<file path="src/rtl/alu_op_sequencer_if.sv">
// Request/response handshake bundle for the ALU op sequencer.
// The master issues {op, a, b} and consumes {result, err}.
interface alu_op_sequencer_if #(
  parameter int WIDTH = 32
);
  logic             req_valid;
  logic             req_ready;
  logic [2:0]       req_op;
  logic [WIDTH-1:0] req_a;
  logic [WIDTH-1:0] req_b;
  logic             rsp_valid;
  logic             rsp_ready;
  logic [WIDTH-1:0] rsp_result;
  logic             rsp_err;

  modport master (
    output req_valid,
    output req_op,
    output req_a,
    output req_b,
    output rsp_ready,
    input  req_ready,
    input  rsp_valid,
    input  rsp_result,
    input  rsp_err
  );

  modport slave (
    input  req_valid,
    input  req_op,
    input  req_a,
    input  req_b,
    input  rsp_ready,
    output req_ready,
    output rsp_valid,
    output rsp_result,
    output rsp_err
  );
endinterface

</file>
<file path="src/rtl/alu_op_sequencer.sv">
// Multi-cycle command front end for the slice ALU.
// Mod (op 111) runs as an SLT/SUB loop through the ALU.
module alu_op_sequencer #(
  parameter int WIDTH    = 32,
  parameter int MAX_ITER = 255
) (
  input  logic             clk,
  input  logic             rst_n,
  alu_op_sequencer_if.slave bus,
  output logic [2:0]       alu_op,
  output logic [WIDTH-1:0] alu_a,
  output logic [WIDTH-1:0] alu_b,
  input  logic [WIDTH-1:0] alu_result
);

  localparam int CW = $clog2(MAX_ITER + 1);
  localparam logic [CW-1:0] CNT_MAX = CW'(MAX_ITER);

  localparam logic [2:0] OP_SLT = 3'b100;
  localparam logic [2:0] OP_SUB = 3'b110;
  localparam logic [2:0] OP_MOD = 3'b111;

  typedef enum logic [2:0] {
    S_IDLE,
    S_EXEC,
    S_CMP,
    S_SUB,
    S_RESP
  } state_t;

  state_t state_q;
  state_t state_n;

  logic [2:0]       op_q;
  logic [WIDTH-1:0] rem_q;
  logic [WIDTH-1:0] b_q;
  logic [CW-1:0]    cnt_q;
  logic [WIDTH-1:0] res_q;
  logic             err_q;

  logic accept;
  logic is_mod;
  logic mod_bad;
  logic rem_lt;
  logic at_max;

  assign accept  = (state_q == S_IDLE) && bus.req_valid;
  assign is_mod  = (bus.req_op == OP_MOD);
  // Slt is signed, so a negative operand would never terminate sensibly.
  assign mod_bad = (bus.req_b == '0)
                 | bus.req_a[WIDTH-1]
                 | bus.req_b[WIDTH-1];
  assign rem_lt  = alu_result[0];
  assign at_max  = (cnt_q == CNT_MAX);

  always_ff @(posedge clk or negedge rst_n) begin
    if (!rst_n) begin
      state_q <= S_IDLE;
    end else begin
      state_q <= state_n;
    end
  end

  always_comb begin
    state_n = state_q;
    unique case (state_q)
      S_IDLE: begin
        if (bus.req_valid) begin
          if (!is_mod)      state_n = S_EXEC;
          else if (mod_bad) state_n = S_RESP;
          else              state_n = S_CMP;
        end
      end
      S_EXEC: state_n = S_RESP;
      S_CMP: begin
        if (rem_lt || at_max) state_n = S_RESP;
        else                  state_n = S_SUB;
      end
      S_SUB:  state_n = S_CMP;
      S_RESP: begin
        if (bus.rsp_ready) state_n = S_IDLE;
      end
      default: state_n = S_IDLE;
    endcase
  end

  always_comb begin
    bus.req_ready = 1'b0;
    bus.rsp_valid = 1'b0;
    alu_op        = 3'b000;
    alu_a         = '0;
    alu_b         = '0;
    unique case (state_q)
      S_IDLE: bus.req_ready = 1'b1;
      S_EXEC: begin
        alu_op = op_q;
        alu_a  = rem_q;
        alu_b  = b_q;
      end
      S_CMP: begin
        alu_op = OP_SLT;
        alu_a  = rem_q;
        alu_b  = b_q;
      end
      S_SUB: begin
        alu_op = OP_SUB;
        alu_a  = rem_q;
        alu_b  = b_q;
      end
      S_RESP: bus.rsp_valid = 1'b1;
      default: ;
    endcase
  end

  // rem_q doubles as operand A for single-pass ops.
  always_ff @(posedge clk or negedge rst_n) begin
    if (!rst_n) begin
      op_q  <= 3'b000;
      rem_q <= '0;
      b_q   <= '0;
      cnt_q <= '0;
      res_q <= '0;
      err_q <= 1'b0;
    end else begin
      unique case (state_q)
        S_IDLE: begin
          if (accept) begin
            op_q  <= bus.req_op;
            rem_q <= bus.req_a;
            b_q   <= bus.req_b;
            cnt_q <= '0;
            if (is_mod && mod_bad) begin
              res_q <= '0;
              err_q <= 1'b1;
            end
          end
        end
        S_EXEC: begin
          res_q <= alu_result;
          err_q <= 1'b0;
        end
        S_CMP: begin
          if (rem_lt) begin
            res_q <= rem_q;
            err_q <= 1'b0;
          end else if (at_max) begin
            res_q <= rem_q;
            err_q <= 1'b1;
          end
        end
        S_SUB: begin
          rem_q <= alu_result;
          if (!at_max) cnt_q <= cnt_q + 1'b1;
        end
        default: ;
      endcase
    end
  end

  assign bus.rsp_result = res_q;
  assign bus.rsp_err    = err_q;

endmodule

</file>
<file path="src/flat_wrapper.sv">
// flat-port wrapper written by rule: the top's interface ports become plain ports
module alu_op_sequencer_flat 
#(
  parameter int WIDTH    = 32,
  parameter int MAX_ITER = 255
)
  (clk, rst_n, alu_op, alu_a, alu_b, alu_result, bus_req_valid, bus_req_op, bus_req_a, bus_req_b, bus_rsp_ready, bus_req_ready, bus_rsp_valid, bus_rsp_result, bus_rsp_err);
  alu_op_sequencer_if #(.WIDTH(WIDTH)) bus_i ();
  input  logic clk;
  input  logic rst_n;
  output logic [2:0] alu_op;
  output logic [WIDTH-1:0] alu_a;
  output logic [WIDTH-1:0] alu_b;
  input  logic [WIDTH-1:0] alu_result;
  input wire logic [$bits(bus_i.req_valid)-1:0] bus_req_valid;
  input wire logic [$bits(bus_i.req_op)-1:0] bus_req_op;
  input wire logic [$bits(bus_i.req_a)-1:0] bus_req_a;
  input wire logic [$bits(bus_i.req_b)-1:0] bus_req_b;
  input wire logic [$bits(bus_i.rsp_ready)-1:0] bus_rsp_ready;
  output wire logic [$bits(bus_i.req_ready)-1:0] bus_req_ready;
  output wire logic [$bits(bus_i.rsp_valid)-1:0] bus_rsp_valid;
  output wire logic [$bits(bus_i.rsp_result)-1:0] bus_rsp_result;
  output wire logic [$bits(bus_i.rsp_err)-1:0] bus_rsp_err;
  assign bus_i.req_valid = bus_req_valid;
  assign bus_i.req_op = bus_req_op;
  assign bus_i.req_a = bus_req_a;
  assign bus_i.req_b = bus_req_b;
  assign bus_i.rsp_ready = bus_rsp_ready;
  assign bus_req_ready = bus_i.req_ready;
  assign bus_rsp_valid = bus_i.rsp_valid;
  assign bus_rsp_result = bus_i.rsp_result;
  assign bus_rsp_err = bus_i.rsp_err;
  alu_op_sequencer #(.WIDTH(WIDTH), .MAX_ITER(MAX_ITER)) u_core (.clk(clk), .rst_n(rst_n), .bus(bus_i), .alu_op(alu_op), .alu_a(alu_a), .alu_b(alu_b), .alu_result(alu_result));
endmodule
</file>
<file path="config.mk">
export PLATFORM = sky130hd
export DESIGN_NAME = alu_op_sequencer_flat
export DESIGN_NICKNAME = d
export VERILOG_FILES = /design/src/rtl/alu_op_sequencer_if.sv /design/src/rtl/alu_op_sequencer.sv /design/src/flat_wrapper.sv
export SDC_FILE = /design/constraint.sdc
export NUM_CORES = 1
export LEC_CHECK = 0
export ABC_AREA = 1
export CORE_MARGIN = 8
export CORE_UTILIZATION = 30
export CTS_CLUSTER_SIZE = 24
export DETAILED_ROUTE_END_ITERATION = 16
export GPL_ROUTABILITY_DRIVEN = 0
export PLACE_DENSITY_LB_ADDON = 0.25
export SLEW_MARGIN = 20
export SYNTH_ARGS = -nofsm -noshare
export SYNTH_HDL_FRONTEND = slang
export SYNTH_SLANG_ARGS = --single-unit
</file>
<file path="constraint.sdc">
create_clock -name clk -period 3.7 [get_ports clk]
set_input_delay 0.74 -clock clk [delete_from_list [all_inputs] [get_ports clk]]
set_output_delay 0.74 -clock clk [all_outputs]
set_load 0.1 [all_outputs]
</file>
; Yosys cells after proc, flatten, opt, wreduce, memory -nomap -nowiden
; Cells that the tools add are included.
[totals]
word_cells = 61
register_bits = 111
[classes]
addsub = 1
eq_ne = 12
muxes = 26
n_reduce_logical = 13
bitwise = 2
[ops]
columns = cell, n
row1 = 32-bit two-way mux, 7
row2 = 32-bit one-hot mux with 3 select lines, 1
row3 = 32-bit one-hot mux with 2 select lines, 1
row4 = 32-bit zero test, 1
row5 = 8-bit two-way mux, 2
row6 = 8-bit one-hot mux with 2 select lines, 1
row7 = 3-bit two-way mux, 5
row8 = 3-bit one-hot mux with 5 select lines, 1
row9 = 3-bit one-hot mux with 3 select lines, 1
row10 = "8-bit by 1-bit adder with 8-bit output, second input constant", 1
row11 = "8-bit == test, second input constant", 1
row12 = "2-bit != test, second input constant", 4
row13 = "3-bit by 2-bit == test with 1-bit output, second input constant", 2
row14 = "3-bit == test, second input constant", 2
row15 = 1-bit two-way mux, 6
row16 = 2-bit AND reduction, 3
row17 = 4-bit AND reduction, 1
row18 = "3-bit by 1-bit == test with 1-bit output, second input constant", 1
row19 = 3-bit zero test, 1
row20 = "3-bit by 2-bit != test with 1-bit output, second input constant", 1
row21 = 1-bit one-hot mux with 3 select lines, 1
row22 = 3-bit AND reduction, 1
row23 = 3-bit nonzero test, 1
row24 = 3-bit OR reduction, 1
row25 = other kinds (5), 7

; Longest topological paths before layout
; Gate-level depths: netlist (run 1).
[logic_depth]
ltp_word = 7
depth_mapped = 12
depth_no_buf = 11

; Worst setup path before layout (run 1)
; Ideal clock, no wire load.
[synth_timing]
path_kind = reg2out
start = reg u_core.state_q[2]
end = out alu_op[2]
path_slack_ns = 0.340
required_time_ns = 2.960
arrival_ns = 2.620
n_path_buf = 1
path_stages_with_launch = 3
path_cell_list = dfrtp_1 buf_4 o21ai_0
[synth_between]
elab_chain_cells = 2
word_cells_on_any_way = 4
[synth_lines]
columns = element, line_no
row1 = "start, declared", alu_op_sequencer.sv:31  ; state_t state_q;
row2 = "start signal, assigned", alu_op_sequencer.sv:60  ; state_q <= state_n;
row3 = 3-bit by 2-bit == test with 1-bit output / 3-bit by 1-bit == test with 1-bit output (equally long branches), alu_op_sequencer.sv:93  ; unique case (state_q)
row4 = 3-bit one-hot mux with 3 select lines *, alu_op_sequencer.sv:93
row5 = "end, declared", flat_wrapper.sv:11  ; output logic [2:0] alu_op;
; Mark *: on every way between the ends. The rest lies on a longest branch, timed or not.

; Final worst setup path (run 1)
; Ends and elaborated chain as after synthesis.

==> metrics.md, run 1 <==
| Metric | Value |
|---|---|
| Placed cell area | 0.00755 sq mm |
| Routed WL per cell | 16.5 microns |
| Vias in the first global route | 5216 |
| Routed via count | 5242 |
| R2r setup slk | 1140 ps |
| CTS tree | done |
| DR pass1 iterations | 6 |
| Die area | 0.0229 sq mm |
| Register-to-Register Path Depth | 10 |
| Num rows | 49 |
| Drt drc | 0 |
| Worst reg2reg path endpoint | u_core.bus.rsp_result[19] |
| Commonest cells after routing, fill and taps aside | nand2_1 (223), clkdlybuf4s50_1 (134), dfrtp_1 (111), nor2_1 (98), buf_4 (79) |
| CTS sink cnt | 111 |
| Post-CTS Setup Inserts | 0 |
| Critical Path End Type | primary output |
| TritonCTS buffer count | 9 |
| #FFs+latches synth | 111 |
| Synth warn | 0 |
| Htree depth | 3 |
| Crit path capture | alu_op[2] |
| CTS resizes | 0 |
| Initial antenna violation count | 0 |
| Max-Cap Viols | 0 |
| Ratio of cells with drive above 1 in the final layout | 12.6% |
| Maximum root-to-sink buffer count | 2 |
| Syn Nets | 828 |
| Initial Utilization | 30.6% |
| Post-DP HPWL | 13.5 mm |
| Core area | 0.0180 sq mm |
| Post-Route WL | 18.9 mm |
| GRT Residual Overflow | 0 |
| Hold-fix buffers, CTS | 0 |
| Fillers | 1835 |
| Buffers on Ports | 204 |
| Worst-Skew Late Latency | 360 ps |
| CP Launch Type | flip-flop |
| # IOs | 205 |
| Worst EP required | 2960 ps |
| Root buffer cell | clkbuf_16 |
| Post-Synthesis Cell Area | 0.00549 sq mm |
| Hold violation count in the final report | 0 |
| Routed Antenna Nets | 0 |
| CP Max Fanout | 18 |
| Arrival @ worst endpoint | 2150 ps |
| RR Startpoint | u_core.state_q[2] |
| Antenna cells | 0 |
| Slew @ Worst Pin | 1020 ps |
| Tcrit/Tclk final | 78.1% |
| DRT iter0 DRCs | 313 |
| Global-route wire length before repair | 28.9 mm |
| Syn_area_per_cell | 7.59 sq um |
| Reg clk slew, reported paths | 80 ps |
| Hold Crit Class | in -> async |
| Critical Path Start | u_core.state_q[2] |
| Die height | 151 microns |
| Via density | 4.58 |
| TNS Setup | 0 ps |
| Total Routing Usage GR | 16.3% |
| FMAX | 0.346 GHz |
| Worst rel slew slack | 31.6% |
| Final net count | 1014 |
| Final instance area | 0.00788 sq mm |
| Status | completed |
| Final setup fails | 0 |
| Register area share after synthesis | 50.6% |
| Area grow syn2layout | 43.5% |
| Fin crit period | 2890 ps |
| Largest net degree at the start of global routing | 83 |
| Worst Skew | 12.0 ps |
| Die width | 151 microns |
| Unique masters post-synth | 28 |
| Pins Over Slew Limit | 0 |
| Commonest non-fill, non-tap cell in the layout | nand2_1 |
| Crit path kind | reg -> out |
| Post-Synthesis Cells | 724 |
| RSZ-0062 raised after global routing | false |
-- cells in the mapped netlist --
cell      instances  area share, %
nand2_1         224             15
dfrtp_1         111             51
nor2_1           99            6.8
inv_1            75            5.1
o21ai_0          72            6.6
nand3_1          39            3.6
o211ai_1         28            3.8
buf_2            15            1.4
clkbuf_1         15            1.0
buf_4             5           0.68
inv_2             5           0.34
a21oi_1           4           0.36
a22oi_1           4           0.55
buf_6             3           0.61
nand2_2           3           0.34
nor2_4            3           0.61
nor3_1            3           0.27
o21ai_1           3           0.27
buf_1             2           0.14
or2_2             2           0.23
xor2_1            2           0.32
a32o_1            1           0.18
ha_1              1           0.23
nand2_4           1           0.20
nand4_1           1           0.11
nor2_2            1           0.11
o22ai_1           1           0.11
o31ai_2           1           0.23
-- worst min-delay path by stage --
stage	endpoint	startpoint	slack, ps
after floorplan	u_core.b_q[0]	rst_n	440
after global placement	u_core.bus.rsp_result[13]	u_core.bus.rsp_result[13]	450
after detailed placement	u_core.bus.rsp_result[31]	u_core.bus.rsp_result[31]	460
after CTS	u_core.b_q[10]	rst_n	420
after global routing	u_core.b_q[7]	rst_n	450
final	u_core.b_q[7]	rst_n	390
-- routing by layer --
layer / GRT usage [%] / routed length, microns / vias to the layer above
met3: 3.20 / 1240 / 21
met4: 6.09 / 323 / 0
met5: 0 / 0 / -
met2: 26.5 / 9120 / 126
met1: 21.1 / 8200 / 2443
li1: - / - / 2652
-- sequential cells by signal, summed over array words and instances, names as in the netlist --
name,count
u_core.b_q,32
u_core.op_q,3
u_core.bus.rsp_err,1
u_core.rem_q,32
u_core.bus.rsp_result,32
u_core.cnt_q,8
u_core.state_q,3
-- per-stage QoR --
step	utilization, %	hold slack [ps]	std cells	worst slack [ps]
2_1_floorplan	-	444	724	340
3_3_place_gp	42.1	454	1128	842
3_5_place_dp	42.1	459	1128	777
4_1_cts	43.9	425	1144	773
5_1_grt	43.9	449	1144	651
6_report	43.9	393	1144	809
-- cell families after synthesis --
group	Yosys count	share of synthesized area, %
compound gates	114	12.1
xor+xnor	2	0.319
fa+ha+maj	1	0.228
buf+inv	120	9.29
flops	111	50.6
simple gates	376	27.5
-- worst max-delay path: stages, from the launching register on --
cell	delay [ps]
dfrtp_1	510
inv_2	140
nand2_2	100
nor2_4	440
nand2_1	90
o21ai_0	150
buf_4	350
-- cell type report --
cell class | count | area [sq um] | share of cell area, %
Sequential cell | 111 | 2780 | 35.2
Multi-Input combinational cell | 493 | 2220 | 28.1
Timing Repair Buffer | 215 | 1970 | 25.0
Inverter | 80 | 300 | 3.81
Tap cell | 229 | 287 | 3.63
Clock buffer | 9 | 225 | 2.86
Clock inverter | 7 | 103 | 1.30
Power of run 1 is not shown: default switching activity piles up to over one toggle a cycle in this logic, so the estimate is an artifact.
==> inputs of run 2 (changes only) <==
==> constraint.sdc (replaced) <==
create_clock -name clk -period 2.7 [get_ports clk]
set_input_delay 0.54 -clock clk [delete_from_list [all_inputs] [get_ports clk]]
set_output_delay 0.54 -clock clk [all_outputs]
set_load 0.1 [all_outputs]
==> metrics.md, run 2 (synthesis gave the netlist of run 1 again) <==
| Metric | Value |
|---|---|
| FMAX | 0.418 GHz |
| Post-Route WL | 19.1 mm (+0.87%) |
| Root buffer cell | clkbuf_16 |
| Critical Path End Type | primary output |
| Pins Over Slew Limit | 0 (unchanged) |
| CP Launch Type | flip-flop |
| Met3 GRT Util | 9.05% (+5.9 points) |
| Ratio of cells with drive above 1 in the final layout | 16.2% (+3.7 points) |
| Grt peak-use layer | met2 |
| Slew @ Worst Pin | 459 ps (-564 ps) |
| CP Max Fanout | 37 (+19) |
| Arrival @ worst endpoint | 1850 ps (-300 ps) |
| CTS tree | done |
| Commonest non-fill, non-tap cell in the layout | nand2_1 |
| Core area | 0.0180 sq mm (unchanged) |
| Vias in the first global route | 5368 (+2.9%) |
| Area grow syn2layout | 57.1% |
| Htree depth | 3 (unchanged) |
| Largest net degree at the start of global routing | 57 (-31%) |
| GRT Residual Overflow | 0 (unchanged) |
| Buffers on Ports | 204 (unchanged) |
| Worst EP required | 2160 ps (-800 ps) |
| Max-Cap Viols | 0 (unchanged) |
| Global-route wire length before repair | 29.9 mm (+3.3%) |
| Antenna cells | 0 (unchanged) |
| Fin crit period | 2390 ps |
| Via density | 4.66 (+1.7%) |
| Place WS | 125 ps (-652 ps) |
| Worst rel slew slack | 69.4% (+38 points) |
| Hold violation count in the final report | 0 (unchanged) |
| Die width | 151 microns (unchanged) |
| Worst setup margin | 307 ps (-501 ps) |
| Commonest cells after routing, fill and taps aside | nand2_1 (223), dfrtp_1 (111), clkdlybuf4s50_1 (101), nor2_1 (98), inv_1 (75) |
| Worst-Skew Late Latency | 360 ps (about the same) |
| DRT iter0 DRCs | 326 (+4.2%) |
| Slowest stage cell on the critical path | dfrtp_1 |
| Status | completed |
| Critical-path cell list | inv_2 -> nand2_2 -> buf_4 -> nor2_1 -> buf_12 |
| Reg clk slew, reported paths | 80 ps (about the same) |
| Tcrit/Tclk final | 88.6% |
| Hold-fix buffers, CTS | 0 (unchanged) |
| Final Util | 48.1% (+4.2 points) |
| Final setup fails | 0 (unchanged) |
| Routed WL per cell | 16.6 microns (+0.70%) |
| Initial antenna violation count | 0 (unchanged) |
| Post-CTS Setup Inserts | 0 (unchanged) |
| Post-DP HPWL | 13.8 mm (+2.0%) |
| Routed Antenna Nets | 0 (unchanged) |
| Hold_ws | 127 ps (-266 ps) |
| Die height | 151 microns (unchanged) |
| RSZ-0062 raised after global routing | false |
| Routed via count | 5338 (+1.8%) |
| Hold Crit Class | in -> async |
| Die area | 0.0229 sq mm (unchanged) |
| # IOs | 205 (unchanged) |
| Final net count | 1016 (+0.20%) |
| Initial Utilization | 30.6% (unchanged) |
| Num rows | 49 (unchanged) |
| CTS sink cnt | 111 (unchanged) |
| Total Routing Usage GR | 16.8% (+0.48 points) |
| Maximum root-to-sink buffer count | 2 (unchanged) |
| GR Util met2 | 25.4% (-1.2 points) |
| Crit path kind | reg -> out |
| CTS resizes | 0 (unchanged) |
| Crit-path max cell delay | 560 ps (+50 ps) |
| Met1 Use GR | 21.3% (+0.17 points) |
| TritonCTS buffer count | 9 (unchanged) |
| Worst Skew | 12.5 ps (+0.546 ps) |
| DR pass1 iterations | 5 (-1) |
| Drt drc | 0 (unchanged) |
run 2: cell count changes in the layout (fill, tap and decap cells not counted), moves of 2 or more:
cell and change:
buf_12 +69, buf_4 -34, bufinv_16 -2, clkdlybuf4s50_1 -33, clkinvlp_4 +3
run 2: worst paths after layout:
kind                            slack, ps                       from  depth (start not counted)                   endpoint
worst max-delay path                  310          u_core.state_q[2]                          5                  alu_a[30]
min in group clk                      480  u_core.bus.rsp_result[27]                          2  u_core.bus.rsp_result[27]
worst max register to register        760            u_core.cnt_q[0]                         10         u_core.bus.rsp_err
max in group asynchronous            1850                      rst_n                          2           u_core.rem_q[28]
worst min-delay path                  130                      rst_n                          1            u_core.rem_q[9]
worst min register to register        480  u_core.bus.rsp_result[27]                          2  u_core.bus.rsp_result[27]
run 2: area by class of cell:
type	count	area (sq um)
Clock buffer	11	243
Multi-Input combinational cell	493	2220
Inverter	80	300
Tap cell	229	287
Sequential cell	111	2780
Fill cell	1735	9330
Clock inverter	5	40.0
Timing Repair Buffer	217	2770
run 2: layer usage:
metal | up-vias | wire [microns]
li1 | 2643 | -
met1 | 2503 | 8280
met2 | 187 | 8260
met3 | 5 | 2450
met4 | 0 | 70
met5 | - | 0
run 2: stage by stage:
stage          cell area, sq um  cells  setup TNS [ps]
3_5_place_dp               8350   1130               0
5_1_grt                    8630   1146               0
2_1_floorplan              5490    724           -4920
6_report                   8630   1146               0
4_1_cts                    8630   1146               0
3_3_place_gp               8350   1130               0
run 2: critical path, delay by kind of cell, from the launching register on:
family / cells / cell delay, ps
simple gates: 2 / 240
flops: 1 / 560
buf+inv: 3 / 680
Power of run 2 is left out for the same reason.
